[src/rtl/bnn_pkg.sv]
// Shared sizing helpers for the binary neural network datapath.
// Beat count, address width and last-beat padding mask.
package bnn_pkg;

    localparam int MASK_MAX = 64;

    function automatic int beats(input int num_inputs, input int pw);
        return (num_inputs + pw - 1) / pw;
    endfunction

    function automatic int addr_w(input int n_beats);
        return (n_beats <= 1) ? 1 : $clog2(n_beats);
    endfunction

    // Ones on the REM real input bits; all ones when the vector fills the beat.
    function automatic logic [MASK_MAX-1:0] pad_mask(input int rem);
        logic [MASK_MAX-1:0] m;
        m = '1;
        if (rem != 0) begin
            m = (MASK_MAX'(1) << rem) - MASK_MAX'(1);
        end
        return m;
    endfunction

endpackage

[src/rtl/bnn_weight_ram.sv]
// Simple dual-port weight store: synchronous write, registered read.
// Storage is never reset; only the read register is.
module bnn_weight_ram #(
    parameter int W     = 16,
    parameter int DEPTH = 4,
    parameter int AW    = 2
) (
    input  logic          clk,
    input  logic          rst,
    input  logic          i_we,
    input  logic [AW-1:0] i_waddr,
    input  logic [W-1:0]  i_wdata,
    input  logic          i_re,
    input  logic [AW-1:0] i_raddr,
    output logic [W-1:0]  o_rdata
);

    logic [W-1:0] r_mem [DEPTH];
    logic [W-1:0] r_rdata;

    always_ff @(posedge clk) begin
        if (i_we) begin
            r_mem[i_waddr] <= i_wdata;
        end
    end

    always_ff @(posedge clk or posedge rst) begin
        if (rst) begin
            r_rdata <= '0;
        end else if (i_re) begin
            r_rdata <= r_mem[i_raddr];
        end
    end

    assign o_rdata = r_rdata;

endmodule

[src/rtl/neuron_feeder.sv]
// Per-neuron feeder: weight/threshold config plus aligned x/w beat stream.
// One-cycle latency from accepted input beat to neuron beat.
module neuron_feeder
    import bnn_pkg::*;
#(
    parameter int PW         = 16,
    parameter int THRESH_W   = 16,
    parameter int NUM_INPUTS = 784
) (
    input  logic                clk,
    input  logic                rst,
    input  logic                cfg_w_en,
    input  logic [PW-1:0]       cfg_w_data,
    input  logic                cfg_t_en,
    input  logic [THRESH_W-1:0] cfg_t_data,
    output logic                cfg_ready,
    output logic                configured,
    input  logic [PW-1:0]       x_in,
    input  logic                x_in_valid,
    output logic                x_in_ready,
    output logic [PW-1:0]       x,
    output logic [PW-1:0]       w,
    output logic [THRESH_W-1:0] threshold,
    output logic                valid_in,
    output logic                last
);

    localparam int BEATS = beats(NUM_INPUTS, PW);
    localparam int REM   = NUM_INPUTS % PW;
    localparam int AW    = addr_w(BEATS);
    localparam logic [AW-1:0] LAST_A = AW'(BEATS - 1);
    localparam logic [MASK_MAX-1:0] MASK_FULL = pad_mask(REM);
    localparam logic [PW-1:0] MASK = MASK_FULL[PW-1:0];

    logic [AW-1:0]       r_wptr;
    logic [AW-1:0]       r_cnt;
    logic                r_w_loaded;
    logic                r_t_loaded;
    logic                r_cfgd;
    logic                r_up;
    logic [THRESH_W-1:0] r_thr;
    logic [PW-1:0]       r_x;
    logic                r_valid;
    logic                r_last;
    logic                r_pad;

    logic          w_cfg_ready;
    logic          w_wacc;
    logic          w_tacc;
    logic          w_xacc;
    logic          w_cnt_end;
    logic          w_wl_nxt;
    logic          w_tl_nxt;
    logic [PW-1:0] w_rd;

    assign w_cfg_ready = r_up && (r_cnt == '0) && !r_valid;
    assign w_wacc      = cfg_w_en && w_cfg_ready;
    assign w_tacc      = cfg_t_en && w_cfg_ready;
    assign x_in_ready  = r_cfgd && !w_wacc;
    assign w_xacc      = x_in_valid && x_in_ready;
    assign w_cnt_end   = (r_cnt == LAST_A);

    // Any write short of the wrap invalidates the weight vector.
    always_comb begin
        w_wl_nxt = r_w_loaded;
        if (w_wacc) begin
            w_wl_nxt = (r_wptr == LAST_A);
        end
        w_tl_nxt = r_t_loaded || w_tacc;
    end

    always_ff @(posedge clk or posedge rst) begin
        if (rst) begin
            r_wptr     <= '0;
            r_cnt      <= '0;
            r_w_loaded <= 1'b0;
            r_t_loaded <= 1'b0;
            r_cfgd     <= 1'b0;
            r_up       <= 1'b0;
            r_thr      <= '0;
            r_x        <= '0;
            r_valid    <= 1'b0;
            r_last     <= 1'b0;
            r_pad      <= 1'b0;
        end else begin
            r_up       <= 1'b1;
            r_w_loaded <= w_wl_nxt;
            r_t_loaded <= w_tl_nxt;
            r_cfgd     <= w_wl_nxt && w_tl_nxt;
            r_valid    <= w_xacc;
            r_last     <= w_xacc && w_cnt_end;
            if (w_wacc) begin
                r_wptr <= (r_wptr == LAST_A) ? '0 : r_wptr + 1'b1;
            end
            if (w_tacc) begin
                r_thr <= cfg_t_data;
            end
            if (w_xacc) begin
                r_cnt <= w_cnt_end ? '0 : r_cnt + 1'b1;
                r_x   <= w_cnt_end ? (x_in & MASK) : x_in;
                r_pad <= w_cnt_end;
            end
        end
    end

    bnn_weight_ram #(
        .W     (PW),
        .DEPTH (BEATS),
        .AW    (AW)
    ) u_ram (
        .clk     (clk),
        .rst     (rst),
        .i_we    (w_wacc),
        .i_waddr (r_wptr),
        .i_wdata (cfg_w_data),
        .i_re    (w_xacc),
        .i_raddr (r_cnt),
        .o_rdata (w_rd)
    );

    // Pad bits become x=0, w=1 so their XNOR never adds to the popcount.
    assign w          = w_rd | (r_pad ? ~MASK : '0);
    assign x          = r_x;
    assign threshold  = r_thr;
    assign valid_in   = r_valid;
    assign last       = r_last;
    assign cfg_ready  = w_cfg_ready;
    assign configured = r_cfgd;

endmodule

[config.mk]
export PLATFORM = sky130hd
export DESIGN_NAME = neuron_feeder
export DESIGN_NICKNAME = d
export VERILOG_FILES = /design/src/rtl/bnn_pkg.sv /design/src/rtl/bnn_weight_ram.sv /design/src/rtl/neuron_feeder.sv
export SDC_FILE = /design/constraint.sdc
export NUM_CORES = 1
export LEC_CHECK = 0
export CAP_MARGIN = 25
export CORE_MARGIN = 5
export CORE_UTILIZATION = 55
export CTS_BUF_LIST = sky130_fd_sc_hd__clkbuf_8
export DETAILED_ROUTE_END_ITERATION = 12
export PLACE_DENSITY = 0.77
export SYNTH_ARGS = -nofsm -noshare
export SYNTH_HDL_FRONTEND = slang
export SYNTH_SLANG_ARGS = --single-unit
[constraint.sdc]
create_clock -name clk -period 3.42 [get_ports clk]
set_input_delay 0.342 -clock clk [delete_from_list [all_inputs] [get_ports clk]]
set_output_delay 0.342 -clock clk [all_outputs]
set_load 0.01 [all_outputs]
==> results of run 1 <==
-- registers in the layout (all words and copies together), names as in the netlist --
register and count:
configured 1, u_ram.r_mem 784, r_t_loaded 1, u_ram.o_rdata 16, r_cnt 6, last 1
r_wptr 6, x 16, r_w_loaded 1, threshold 16, valid_in 1, r_up 1
-- worst max-delay path by stage --
| stage | from | to | slack, ns | cells after the start |
|---|---|---|---|---|
| final | r_cnt[0]$_DFFE_PP0P_ | x_in_ready | 0.15 | 7 |
| after floorplan | r_cnt[1]$_DFFE_PP0P_ | u_ram.r_mem[41][0]$_DFFE_PP_ | -0.09 | 11 |
| after detailed placement | r_cnt[0]$_DFFE_PP0P_ | u_ram.o_rdata[8]$_DFFE_PP0P_ | 0.54 | 5 |
| after global routing | r_cnt[0]$_DFFE_PP0P_ | x_in_ready | 0.03 | 7 |
| after global placement | r_cnt[0]$_DFFE_PP0P_ | u_ram.o_rdata[8]$_DFFE_PP0P_ | 0.60 | 5 |
| after CTS | r_cnt[0]$_DFFE_PP0P_ | x_in_ready | 0.03 | 7 |
-- synth_stat cells, types with 2 or more instances --
cell,count
sky130_fd_sc_hd__buf_2,31
sky130_fd_sc_hd__o21a_1,2
sky130_fd_sc_hd__o32ai_1,15
sky130_fd_sc_hd__mux2_2,47
sky130_fd_sc_hd__a221o_1,15
sky130_fd_sc_hd__buf_6,6
sky130_fd_sc_hd__dfrtp_1,66
sky130_fd_sc_hd__buf_1,12
sky130_fd_sc_hd__and2_1,5
sky130_fd_sc_hd__nand3_1,17
sky130_fd_sc_hd__inv_2,2
sky130_fd_sc_hd__nand4_1,6
sky130_fd_sc_hd__mux2i_1,27
sky130_fd_sc_hd__a211oi_1,3
sky130_fd_sc_hd__or3_1,3
sky130_fd_sc_hd__o21ai_1,20
sky130_fd_sc_hd__buf_4,7
sky130_fd_sc_hd__a32oi_1,2
sky130_fd_sc_hd__o22ai_1,16
sky130_fd_sc_hd__edfxtp_1,784
sky130_fd_sc_hd__mux4_2,172
sky130_fd_sc_hd__ha_1,4
sky130_fd_sc_hd__nor2_1,65
sky130_fd_sc_hd__a31oi_1,3
sky130_fd_sc_hd__xnor2_1,2
sky130_fd_sc_hd__a221oi_1,13
sky130_fd_sc_hd__nand3b_1,2
sky130_fd_sc_hd__a22oi_1,13
sky130_fd_sc_hd__and3_1,3
sky130_fd_sc_hd__or4_1,2
sky130_fd_sc_hd__a21oi_1,16
sky130_fd_sc_hd__nand2_1,125
sky130_fd_sc_hd__nor3_1,2
sky130_fd_sc_hd__inv_1,6
sky130_fd_sc_hd__o221ai_1,15
sky130_fd_sc_hd__clkbuf_1,39
sky130_fd_sc_hd__a2111oi_0,13
sky130_fd_sc_hd__o21ai_0,18
sky130_fd_sc_hd__nand2b_1,2
sky130_fd_sc_hd__nor2b_1,4
-- what timing repair did --
action                                  CTS  global route
resized for setup                         0             2
hold buffers                              0             1
endpoints found under the hold margin     0             5
endpoints found under the setup margin    0             1
-- cells by family (layout without fill, tap and decap cells) --
| group | after synthesis | in the layout | synth area share (%) |
|---|---|---|---|
| other | 1 | 1 | 0.01147 |
| adder cells (fa/ha/maj) | 4 | 4 | 0.1530 |
| multiplexers | 246 | 246 | 14.29 |
| AND/OR/NAND/NOR | 244 | 244 | 3.214 |
| buffers and inverters | 103 | 438 | 1.519 |
| XOR/XNOR | 2 | 2 | 0.05357 |
| AO/OA/AOI/OAI | 168 | 168 | 3.723 |
| flip-flops | 850 | 850 | 77.04 |
-- per-layer routing --
metal / vias to the layer above / GRT usage (%)
met5: - / 0
met4: 0 / 8.147
met3: 129 / 6.417
met2: 1008 / 37.41
met1: 8856 / 33.06
li1: 7144 / -
-- critical path: cells and delay by family, from the launching register on --
family,cells,cell delay [ns]
flops,1,0.50
buf+inv,3,0.90
simple gates,3,0.60
fa+ha+maj,1,0.19
-- cell type report --
cell class                 count  share of cell area [%]
timing repair buffer         194                   4.908
clock buffer                 141                   5.172
clock inverter                95                   1.364
multi-input combinational    665                   18.72
tap                          773                   2.578
inverter                       8                 0.08003
sequential                   850                   67.18
-- per-stage QoR --
stage | worst slack, ns | hold WS, ns | util, %
floorplan | -0.08693 | 0.4227 | -
global placement | 0.5961 | 0.4429 | 59.19
detailed placement | 0.5426 | 0.4525 | 59.19
CTS | 0.03038 | 0.01300 | 63.35
global route | 0.02621 | 0.03393 | 63.70
finish | 0.1541 | 0.05521 | 63.70
-- power groups by stage --
stage,combinational [mW],sequential [mW],clock (mW)
after floorplan,0.0125,11.6,0
after global placement,0.228,11.6,0
after detailed placement,0.241,11.6,0
after CTS,0.241,11.4,8.04
after global routing,0.279,11.3,8.56
final,0.262,11.4,7.90
==> out/qor.log, run 1 <==
qor: floorplan.die_area 64440 um2
qor: clock_tree.htree_num_levels 4
qor: sta.fin_crit 3.266 ns
qor: floorplan.fp.dieH 253.8 um
qor: logic_synthesis.yosys.cell_types.count 53
qor: power_and_ir_drop.pwr-share-seq 58.2%
qor: logic_synthesis.synth-edff-count 784
qor: detailed_routing.viasPerCell 6.287
qor: sta.report.final.setup_viol 0
qor: clock_tree.clk_path_buf_depth 3
qor: logic_synthesis.synth.net_count 1675
qor: sta.max-slew-margin-rel 28.39%
qor: logic_synthesis.yosysTopAreaCell sky130_fd_sc_hd__edfxtp_1
qor: layout.stdcell_area 37520 um2
qor: grt.first_global_vias 17230
qor: layout.diodes 0
qor: logic_synthesis.seq_area_frac_synth 77.04%
qor: sta.min_period_over_period 95.49%
qor: power_and_ir_drop.p_leak 12.40 nW
qor: logic_synthesis.syn-cell-area 32700 um2
qor: hold_path.hp-class in -> async
qor: detailed_routing.number_of_optimization_iterations_in_the_first_detailed_route_pass 5
qor: power_and_ir_drop.power_density 520.1 nW/um2
qor: grt.grt_start_max_net_pins 72
qor: placed_design.dp.cells 2478
qor: clock_tree.clk-insertion-delay-late 0.77 ns
qor: grt.grt_util_all_layers 23.80%
qor: clock_tree.cts_tree built
qor: sta.tns 0 ns
qor: layout.area_growth_syn_to_layout 14.73%
qor: detailed_routing.metal3_wl 7949 um
qor: clock_tree.cts_num_sinks 850
qor: floorplan.placeable_core_area 58910 um2
qor: logic_synthesis.most_common_flop_cell_mapped_by_yosys sky130_fd_sc_hd__edfxtp_1
qor: critical_path.worst-r2r-setup-slack 0.48 ns
qor: detailed_routing.routed-wl-met2 36700 um
qor: critical_path.r2r_cells 7
qor: grt.grt_antenna_before_repair 0
qor: power_and_ir_drop.combinational_power_share 1.3%
qor: placed_design.port_buffers 105
qor: critical_path.r2r-start r_cnt[4]$_DFFE_PP0P_
qor: power_and_ir_drop.internal_power 15.53 mW
qor: logic_synthesis.async_reset_ff_share 7.765%
qor: grt.global_route_wire_length_before_repair 112200 um
qor: layout.fin_cells 2726
qor: status.outcome completed
qor: power_and_ir_drop.fin_total_pwr 19.52 mW
qor: floorplan.rows 89
qor: sta.slew_worst_pin 1.074 ns
qor: detailed_routing.drt_drc_violations_left 0
qor: detailed_routing.detail_route.wirelength 75790 um
qor: clock_tree.numCtsBuffers 135
qor: detailed_routing.number_of_antenna_violating_nets_in_the_routed_design 0
qor: floorplan.pin_count 106
qor: layout.fill_cells 3796
qor: critical_path.critPathCaptureType primary output
qor: sta.grt_setup_unrepaired no
qor: detailed_routing.dr_total_vias 17140
qor: logic_synthesis.share_of_the_synthesized_area_in_the_top_cell_type 71.99%
qor: floorplan.start_util 55.52%
qor: critical_path.timing.critical_path.slowest_stage_cell sky130_fd_sc_hd__dfrtp_4
qor: layout.layout-drive-gt1-share 25.55%
qor: layout.final_cell_mix 784 x sky130_fd_sc_hd__edfxtp_1, 172 x sky130_fd_sc_hd__mux4_2, 141 x sky130_fd_sc_hd__clkbuf_8
qor: logic_synthesis.syn-mean-instance-area 20.21 um2
qor: detailed_routing.drt-met1-wl 28720 um
qor: critical_path.worstPathArrival 2.92 ns
qor: detailed_routing.drt-wirelength-per-cell 27.80 um
qor: job.cap_viol_max_count 0
qor: sta.hold_viol_final 0
qor: sta.drv_slew 0
qor: logic_synthesis.yosysWarnings 0
qor: floorplan.floorplan.die.width 253.8 um
qor: sta.skew 0.03954 ns
qor: clock_tree.ctsRootBufferMaster sky130_fd_sc_hd__clkbuf_8
qor: power_and_ir_drop.worst_voltage_drop_across_the_vdd_grid 0.3414 mV
qor: critical_path.worst-setup-path-type reg -> out
qor: layout.area.sequential 25210 um2
qor: placed_design.dpl.hpwl 45410 um
qor: clock_tree.worst_setup_hold_path_clk_slew 0.06 ns
qor: grt.grt.overflow.total 0
qor: critical_path.worst_path_largest_cell_delay 0.50 ns
qor: detailed_routing.drt_iter0_drc 2197
qor: clock_tree.cts_setup_buffers 0
qor: critical_path.crit_path_max_fanout 9
qor: logic_synthesis.synthesized_instance_count 1618
qor: power_and_ir_drop.pwr-share-clk 40.5%
qor: placed_design.placed_cell_area 34870 um2
qor: detailed_routing.maxUsedRoutingLayer met4
qor: critical_path.r2r-end u_ram.o_rdata[5]$_DFFE_PP0P_
qor: critical_path.crit_path_start_kind flip-flop
qor: power_and_ir_drop.power.share.switching 20.44%
qor: sta.fmax 0.3062 GHz
qor: placed_design.gp_routability_congestion 0.9364
qor: critical_path.timing.critical_path.required 3.08 ns
qor: logic_synthesis.synth.ff_latch_count 850
qor: critical_path.cells_along_the_critical_path inv_2 -> ha_1 -> nor3b_4 -> nand3_2 -> buf_4 -> and2_1 -> clkdlybuf4s50_1
qor: power_and_ir_drop.switching_power 3.988 mW
qor: layout.multi_input_area 7024 um2
qor: layout.fin_nets 1911
qor: layout.final_common_cell sky130_fd_sc_hd__edfxtp_1
qor: logic_synthesis.yosys-top-cells-area sky130_fd_sc_hd__edfxtp_1 72%, sky130_fd_sc_hd__mux4_2 12%, sky130_fd_sc_hd__dfrtp_1 5.1%, sky130_fd_sc_hd__mux2_2 1.6%, sky130_fd_sc_hd__nand2_1 1.4%
(Power assumes the default switching activity.)
==> inputs of run 2 (changes only) <==
--- a/config.mk
+++ b/config.mk
@@ -6,11 +6,11 @@
 export NUM_CORES = 1
 export LEC_CHECK = 0
 export CAP_MARGIN = 25
-export CORE_MARGIN = 5
 export CORE_UTILIZATION = 55
 export CTS_BUF_LIST = sky130_fd_sc_hd__clkbuf_8
 export DETAILED_ROUTE_END_ITERATION = 12
 export PLACE_DENSITY = 0.77
+export REMOVE_ABC_BUFFERS = 1
 export SYNTH_ARGS = -nofsm -noshare
 export SYNTH_HDL_FRONTEND = slang
 export SYNTH_SLANG_ARGS = --single-unit
==> out/qor.log, run 2 (synthesis results as in run 1) <==
qor: sta.skew 0.03208 ns [-0.007457 ns]
qor: critical_path.timing.critical_path.required 3.08 ns [about the same]
qor: sta.max-slew-margin-rel 25.99% [-2.4 points]
qor: critical_path.worst-r2r-setup-slack 0.33 ns [-0.15 ns]
qor: power_and_ir_drop.power_density 518.6 nW/um2 [-0.29%]
qor: detailed_routing.viasPerCell 6.284 [about the same]
qor: clock_tree.worst_setup_hold_path_clk_slew 0.06 ns [about the same]
qor: detailed_routing.drt_drc_violations_left 0 [unchanged]
qor: sta.slew_worst_pin 1.110 ns [+0.03607 ns]
qor: clock_tree.numCtsBuffers 132 [-2.2%]
qor: critical_path.crit_path_max_fanout 10 [+1]
qor: floorplan.floorplan.die.width 245.8 um [-3.2%]
qor: floorplan.rows 89 [unchanged]
qor: layout.layout.core_utilization 63.56% [-0.14 points]
qor: floorplan.fp.dieH 245.8 um [-3.2%]
qor: placed_design.dpl.hpwl 42910 um [-5.5%]
qor: sta.drv_slew 0 [unchanged]
qor: detailed_routing.detail_route.wirelength 74410 um [-1.8%]
qor: status.outcome completed
qor: job.cap_viol_max_count 0 [unchanged]
qor: sta.report.final.setup_viol 0 [unchanged]
qor: layout.top_register u_ram.r_mem
qor: grt.grt_util_all_layers 25.47% [+1.7 points]
qor: floorplan.placeable_core_area 58910 um2 [unchanged]
qor: layout.largest_reg_flops 784 [unchanged]
qor: placed_design.port_buffers 105 [unchanged]
qor: clock_tree.holdBufCountCts 0 [unchanged]
qor: placed_design.gp_routability_congestion 0.8551 [-8.7%]
qor: layout.area_growth_syn_to_layout 14.49%
qor: floorplan.start_util 55.52% [unchanged]
qor: power_and_ir_drop.p_leak 12.34 nW [-0.45%]
qor: sta.fmax 0.3053 GHz [-0.30%]
qor: power_and_ir_drop.worst_voltage_drop_across_the_vdd_grid 0.3541 mV [+3.7%]
qor: clock_tree.cts_setup_buffers 0 [unchanged]
qor: sta.min_period_over_period 95.79% [+0.29 points]
qor: layout.layout-drive-gt1-share 25.77% [+0.22 points]
qor: clock_tree.clk_path_buf_depth 3 [unchanged]
qor: critical_path.worstPathArrival 2.93 ns [about the same]
qor: clock_tree.cts_num_sinks 850 [unchanged]
qor: detailed_routing.number_of_antenna_violating_nets_in_the_routed_design 0 [unchanged]
qor: sta.hold_viol_final 0 [unchanged]
qor: grt.grt_antenna_before_repair 2 [+2]
qor: clock_tree.ctsRootBufferMaster sky130_fd_sc_hd__clkbuf_8
qor: layout.diodes 0 [unchanged]
qor: grt.global_route_wire_length_before_repair 110500 um [-1.5%]
qor: critical_path.worst-setup-path-type reg -> out
qor: layout.final_common_cell sky130_fd_sc_hd__edfxtp_1
qor: floorplan.die_area 60440 um2 [-6.2%]
qor: layout.final_cell_mix 784 x sky130_fd_sc_hd__edfxtp_1, 172 x sky130_fd_sc_hd__mux4_2, 139 x sky130_fd_sc_hd__clkbuf_8
qor: layout.fin_nets 1904 [-0.37%]
qor: grt.grt_start_max_net_pins 98 [+36%]
qor: critical_path.critPathCaptureType primary output
qor: sta.fin_crit 3.276 ns [+0.009971 ns]
qor: critical_path.crit_path_start_kind flip-flop
qor: detailed_routing.dr_total_vias 17120 [-0.076%]
qor: grt.first_global_vias 17250 [+0.13%]
qor: grt.grt.overflow.total 0 [unchanged]
qor: detailed_routing.number_of_optimization_iterations_in_the_first_detailed_route_pass 6 [+1]
qor: hold_path.hp-class in -> async
qor: floorplan.pin_count 106 [unchanged]
qor: clock_tree.htree_num_levels 4 [unchanged]
qor: detailed_routing.drt-wirelength-per-cell 27.31 um [-1.8%]
qor: clock_tree.clk-insertion-delay-late 0.78 ns [about the same]
qor: clock_tree.cts_tree built
qor: detailed_routing.drt_iter0_drc 2066 [-6.0%]
qor: sta.tns 0 ns [unchanged]
## run 2: repair_timing
action,CTS,global route
resized for setup,1,3
pin swaps,0,0
endpoints found under the hold margin,0,0
setup endpoints to repair,1,1
## run 2: metrics by stage
stage | cell area, um2 | hold slack [ns] | worst slack [ns] | power (mW) | std cells
2_1_floorplan | 32240 | 0.4227 | -6.006 | 11.58 | 1523
3_3_place_gp | 34880 | 0.4438 | 0.5202 | 11.80 | 2481
3_5_place_dp | 34890 | 0.4640 | 0.4054 | 11.81 | 2482
4_1_cts | 37330 | 0.04991 | 0.01074 | 19.53 | 2721
5_1_grt | 37440 | 0.06627 | -0.03351 | 20.02 | 2725
6_report | 37440 | 0.09781 | 0.1442 | 19.42 | 2725
## run 2: worst max-delay path, stage by stage (launching register included)
cell and delay, ns:
sky130_fd_sc_hd__dfrtp_4 0.58, sky130_fd_sc_hd__inv_2 0.10, sky130_fd_sc_hd__ha_1 0.18, sky130_fd_sc_hd__nor3b_4 0.31
sky130_fd_sc_hd__nand3_4 0.18, sky130_fd_sc_hd__buf_4 0.21, sky130_fd_sc_hd__and2_1 0.15, sky130_fd_sc_hd__clkdlybuf4s50_1 0.47
## run 2: layout make-up
class                           instances  area (um2)
Inverter                                8       30.03
Clock buffer                          139        1913
Clock inverter                        100       519.2
Fill cell                            3799       21470
Sequential cell                       850       25210
Timing Repair Buffer                  190        1758
Tap cell                              773       967.2
Multi-Input combinational cell        665        7048
## run 2: worst paths after layout
check | from | endpoint | depth (start not counted)
hold / removal | rst | u_ram.o_rdata[11]$_DFFE_PP0P_ | 2
setup / recovery | r_cnt[0]$_DFFE_PP0P_ | x_in_ready | 7
max in group asynchronous | rst | threshold[1]$_DFFE_PP0P_ | 4
min in group clk | x_in[11] | x[11]$_DFFE_PP0P_ | 3
hold reg to reg | x[1]$_DFFE_PP0P_ | x[1]$_DFFE_PP0P_ | 2
setup reg to reg | r_cnt[0]$_DFFE_PP0P_ | u_ram.r_mem[31][3]$_DFFE_PP_ | 7
## run 2: per-layer routing
layer	wire length (um)	GRT usage (%)	vias to the layer above
met3	6842	5.991	115
met5	8	0	-
met4	1932	9.006	2
li1	-	-	7142
met2	36290	39.75	962
met1	29340	35.50	8903
## run 2: power by group
group	total, mW	leakage [nW]	internal [mW]	switching [mW]
clock network	7.82	1.39	4.00	3.82
logic	0.248	3.01	0.0577	0.190
registers	11.4	7.94	11.4	0.000157
total	19.4	12.3	15.4	4.01
==> inputs of run 3 (changes only) <==
--- a/config.mk
+++ b/config.mk
@@ -9,7 +9,7 @@
 export CORE_UTILIZATION = 55
 export CTS_BUF_LIST = sky130_fd_sc_hd__clkbuf_8
 export DETAILED_ROUTE_END_ITERATION = 12
-export PLACE_DENSITY = 0.77
+export PLACE_DENSITY = 0.72
 export REMOVE_ABC_BUFFERS = 1
 export SYNTH_ARGS = -nofsm -noshare
 export SYNTH_HDL_FRONTEND = slang
==> out/qor.log, run 3 (synthesis results as in run 1) <==
qor: status.outcome completed
qor: clock_tree.cts_setup_buffers 0 [unchanged]
qor: critical_path.worst-setup-path-type reg -> out
qor: critical_path.worstPathArrival 2.91 ns [-0.02 ns]
qor: sta.skew 0.03271 ns [+0.0006292 ns]
qor: detailed_routing.detail_route.wirelength 78540 um [+5.5%]
qor: sta.slew_worst_pin 1.047 ns [-0.06323 ns]
qor: grt.globalRouteMet1Util 36.45% [+0.95 points]
qor: critical_path.timing.critical_path.required 3.08 ns [about the same]
qor: clock_tree.cts_num_sinks 850 [unchanged]
qor: clock_tree.cts_tree built
qor: critical_path.worstSetupStartpoint r_cnt[0]$_DFFE_PP0P_
qor: grt.use_met2 42.74% [+3.0 points]
qor: detailed_routing.drt-wirelength-per-cell 28.56 um [+4.6%]
qor: layout.final_common_cell sky130_fd_sc_hd__edfxtp_1
qor: layout.final_cell_mix 784 x sky130_fd_sc_hd__edfxtp_1, 172 x sky130_fd_sc_hd__mux4_2, 140 x sky130_fd_sc_hd__clkbuf_8
qor: clock_tree.worst_setup_hold_path_clk_slew 0.07 ns [about the same]
qor: floorplan.fp.dieH 245.8 um [unchanged]
qor: placed_design.dpl.hpwl 46880 um [+9.3%]
qor: sta.min_period_over_period 95.16% [-0.63 points]
qor: sta.max-slew-margin-rel 30.20% [+4.2 points]
qor: detailed_routing.drt_drc_violations_left 0 [unchanged]
qor: floorplan.start_util 55.52% [unchanged]
qor: layout.diodes 0 [unchanged]
qor: detailed_routing.dr_total_vias 17360 [+1.4%]
qor: clock_tree.numCtsBuffers 132 [unchanged]
qor: clock_tree.ctsRootBufferMaster sky130_fd_sc_hd__clkbuf_8
qor: grt.first_global_vias 17430 [+1.0%]
qor: power_and_ir_drop.p_leak 12.52 nW [+1.5%]
qor: placed_design.gp_routability_congestion 0.8560 [+0.11%]
qor: critical_path.worst-r2r-setup-slack 0.37 ns [+0.04 ns]
qor: floorplan.die_area 60440 um2 [unchanged]
qor: floorplan.placeable_core_area 58910 um2 [unchanged]
qor: critical_path.crit_path_start_kind flip-flop
qor: power_and_ir_drop.power_density 513.1 nW/um2 [-1.1%]
qor: sta.holdWs 0.05643 ns [-0.04138 ns]
qor: layout.fin_nets 1939 [+1.8%]
qor: sta.fmax 0.3073 GHz [+0.66%]
qor: sta.grt_setup_unrepaired no
qor: sta.drv_slew 0 [unchanged]
qor: layout.area.sequential 25210 um2 [unchanged]
qor: layout.fill_cells 3824 [+0.66%]
qor: power_and_ir_drop.worst_voltage_drop_across_the_vdd_grid 0.4112 mV [+16%]
qor: clock_tree.clk-insertion-delay-late 0.80 ns [+0.02 ns]
qor: layout.layout-drive-gt1-share 26.76% [+0.99 points]
qor: layout.top_register u_ram.r_mem
qor: sta.fin_crit 3.254 ns [-0.02143 ns]
qor: grt.grt_antenna_before_repair 0 [-2]
qor: detailed_routing.drt_iter0_drc 2360 [+14%]
qor: grt.global_route_wire_length_before_repair 114500 um [+3.7%]
qor: job.cap_viol_max_count 0 [unchanged]
qor: floorplan.rows 89 [unchanged]
qor: floorplan.floorplan.die.width 245.8 um [unchanged]
qor: grt.grt_util_all_layers 26.81% [+1.3 points]
qor: layout.largest_reg_flops 784 [unchanged]
qor: critical_path.r2r-end u_ram.o_rdata[2]$_DFFE_PP0P_
qor: critical_path.r2r_cells 5 [-2]
qor: grt.use_met3 5.850% [-0.14 points]
qor: sta.report.final.setup_viol 0 [unchanged]
qor: detailed_routing.number_of_antenna_violating_nets_in_the_routed_design 0 [unchanged]
qor: grt.grt.overflow.total 0 [unchanged]
qor: sta.hold_viol_final 0 [unchanged]
qor: floorplan.pin_count 106 [unchanged]
qor: critical_path.critPathCaptureType primary output
qor: critical_path.crit_path_max_fanout 16 [+6]
qor: clock_tree.clk_path_buf_depth 3 [unchanged]
qor: critical_path.r2r-start r_cnt[2]$_DFFE_PP0P_
qor: hold_path.hp-class in -> async
qor: detailed_routing.number_of_optimization_iterations_in_the_first_detailed_route_pass 5 [-1]
qor: grt.grt.busiest_layer met2
qor: layout.multi_input_area 7046 um2 [about the same]
qor: layout.area_growth_syn_to_layout 15.25%
qor: clock_tree.htree_num_levels 4 [unchanged]
qor: detailed_routing.viasPerCell 6.314 [+0.48%]
qor: critical_path.crit_path_end x_in_ready
qor: sta.tns 0 ns [unchanged]
qor: grt.grt_start_max_net_pins 58 [-41%]
qor: placed_design.port_buffers 105 [unchanged]
[run 3: cell types whose count changed in the layout (fill, tap and decap cells not counted), moves of 3 or more]
cell                            delta
sky130_fd_sc_hd__buf_12            +5
sky130_fd_sc_hd__buf_4            +28
sky130_fd_sc_hd__clkinv_1          -9
sky130_fd_sc_hd__clkinv_2          -6
sky130_fd_sc_hd__dlygate4sd3_1     +3
sky130_fd_sc_hd__inv_1             +6
[run 3: metal layers]
metal  share of wire, %  vias up
li1                   -     7196
met1                 39     9079
met2                 49      959
met3                8.0      130
met4                3.2        0
met5                  0        -
[run 3: area by class of cell]
class | instances | share of cell area, %
clock inverter | 89 | 1.165
multi-input combinational | 665 | 18.69
sequential | 850 | 66.87
timing repair buffer | 225 | 5.510
clock buffer | 140 | 5.112
inverter | 8 | 0.07967
tap | 773 | 2.566
[run 3: how the worst min path moves through the flow]
stage | depth (start not counted) | to | slack [ns]
floorplan | 1 | r_t_loaded$_DFF_PP0_ | 0.42
global placement | 1 | r_t_loaded$_DFF_PP0_ | 0.44
detailed placement | 2 | x[3]$_DFFE_PP0P_ | 0.46
CTS | 2 | threshold[3]$_DFFE_PP0P_ | 0.02
global route | 1 | u_ram.r_mem[28][4]$_DFFE_PP_ | 0.02
finish | 2 | threshold[3]$_DFFE_PP0P_ | 0.06
[run 3: worst max-delay path, stage by stage (launching register included)]
cell and delay [ns]:
sky130_fd_sc_hd__dfrtp_4 0.62, sky130_fd_sc_hd__inv_2 0.10, sky130_fd_sc_hd__ha_1 0.14, sky130_fd_sc_hd__nor3b_4 0.30
sky130_fd_sc_hd__nand3_4 0.19, sky130_fd_sc_hd__and2_1 0.26, sky130_fd_sc_hd__clkdlybuf4s50_1 0.50
[run 3: through the flow]
| stage | util (%) | instance area [um2] | setup slack (ns) | power [mW] | std cells |
|---|---|---|---|---|---|
| after floorplan | - | 32240 | -6.006 | 11.58 | 1523 |
| after global placement | 59.57 | 35090 | 0.4047 | 11.80 | 2510 |
| after detailed placement | 59.57 | 35090 | 0.4223 | 11.82 | 2510 |
| after CTS | 63.59 | 37460 | 0.01462 | 19.43 | 2739 |
| after global routing | 63.99 | 37690 | 0.01277 | 19.92 | 2750 |
| final | 63.99 | 37690 | 0.1656 | 19.34 | 2750 |
[run 3: report_power, final]
group / internal [mW] / switching, mW
Sequential: 11.4 / 0.000158
Clock: 3.92 / 3.80
Combinational: 0.0690 / 0.201
[run 3: timing repair]
item / CTS / global route
hold endpoints to repair: 0 / 25
setup endpoints to repair: 1 / 1
resized for setup: 1 / 3
hold buffers: 0 / 3
pin swaps: 0 / 0
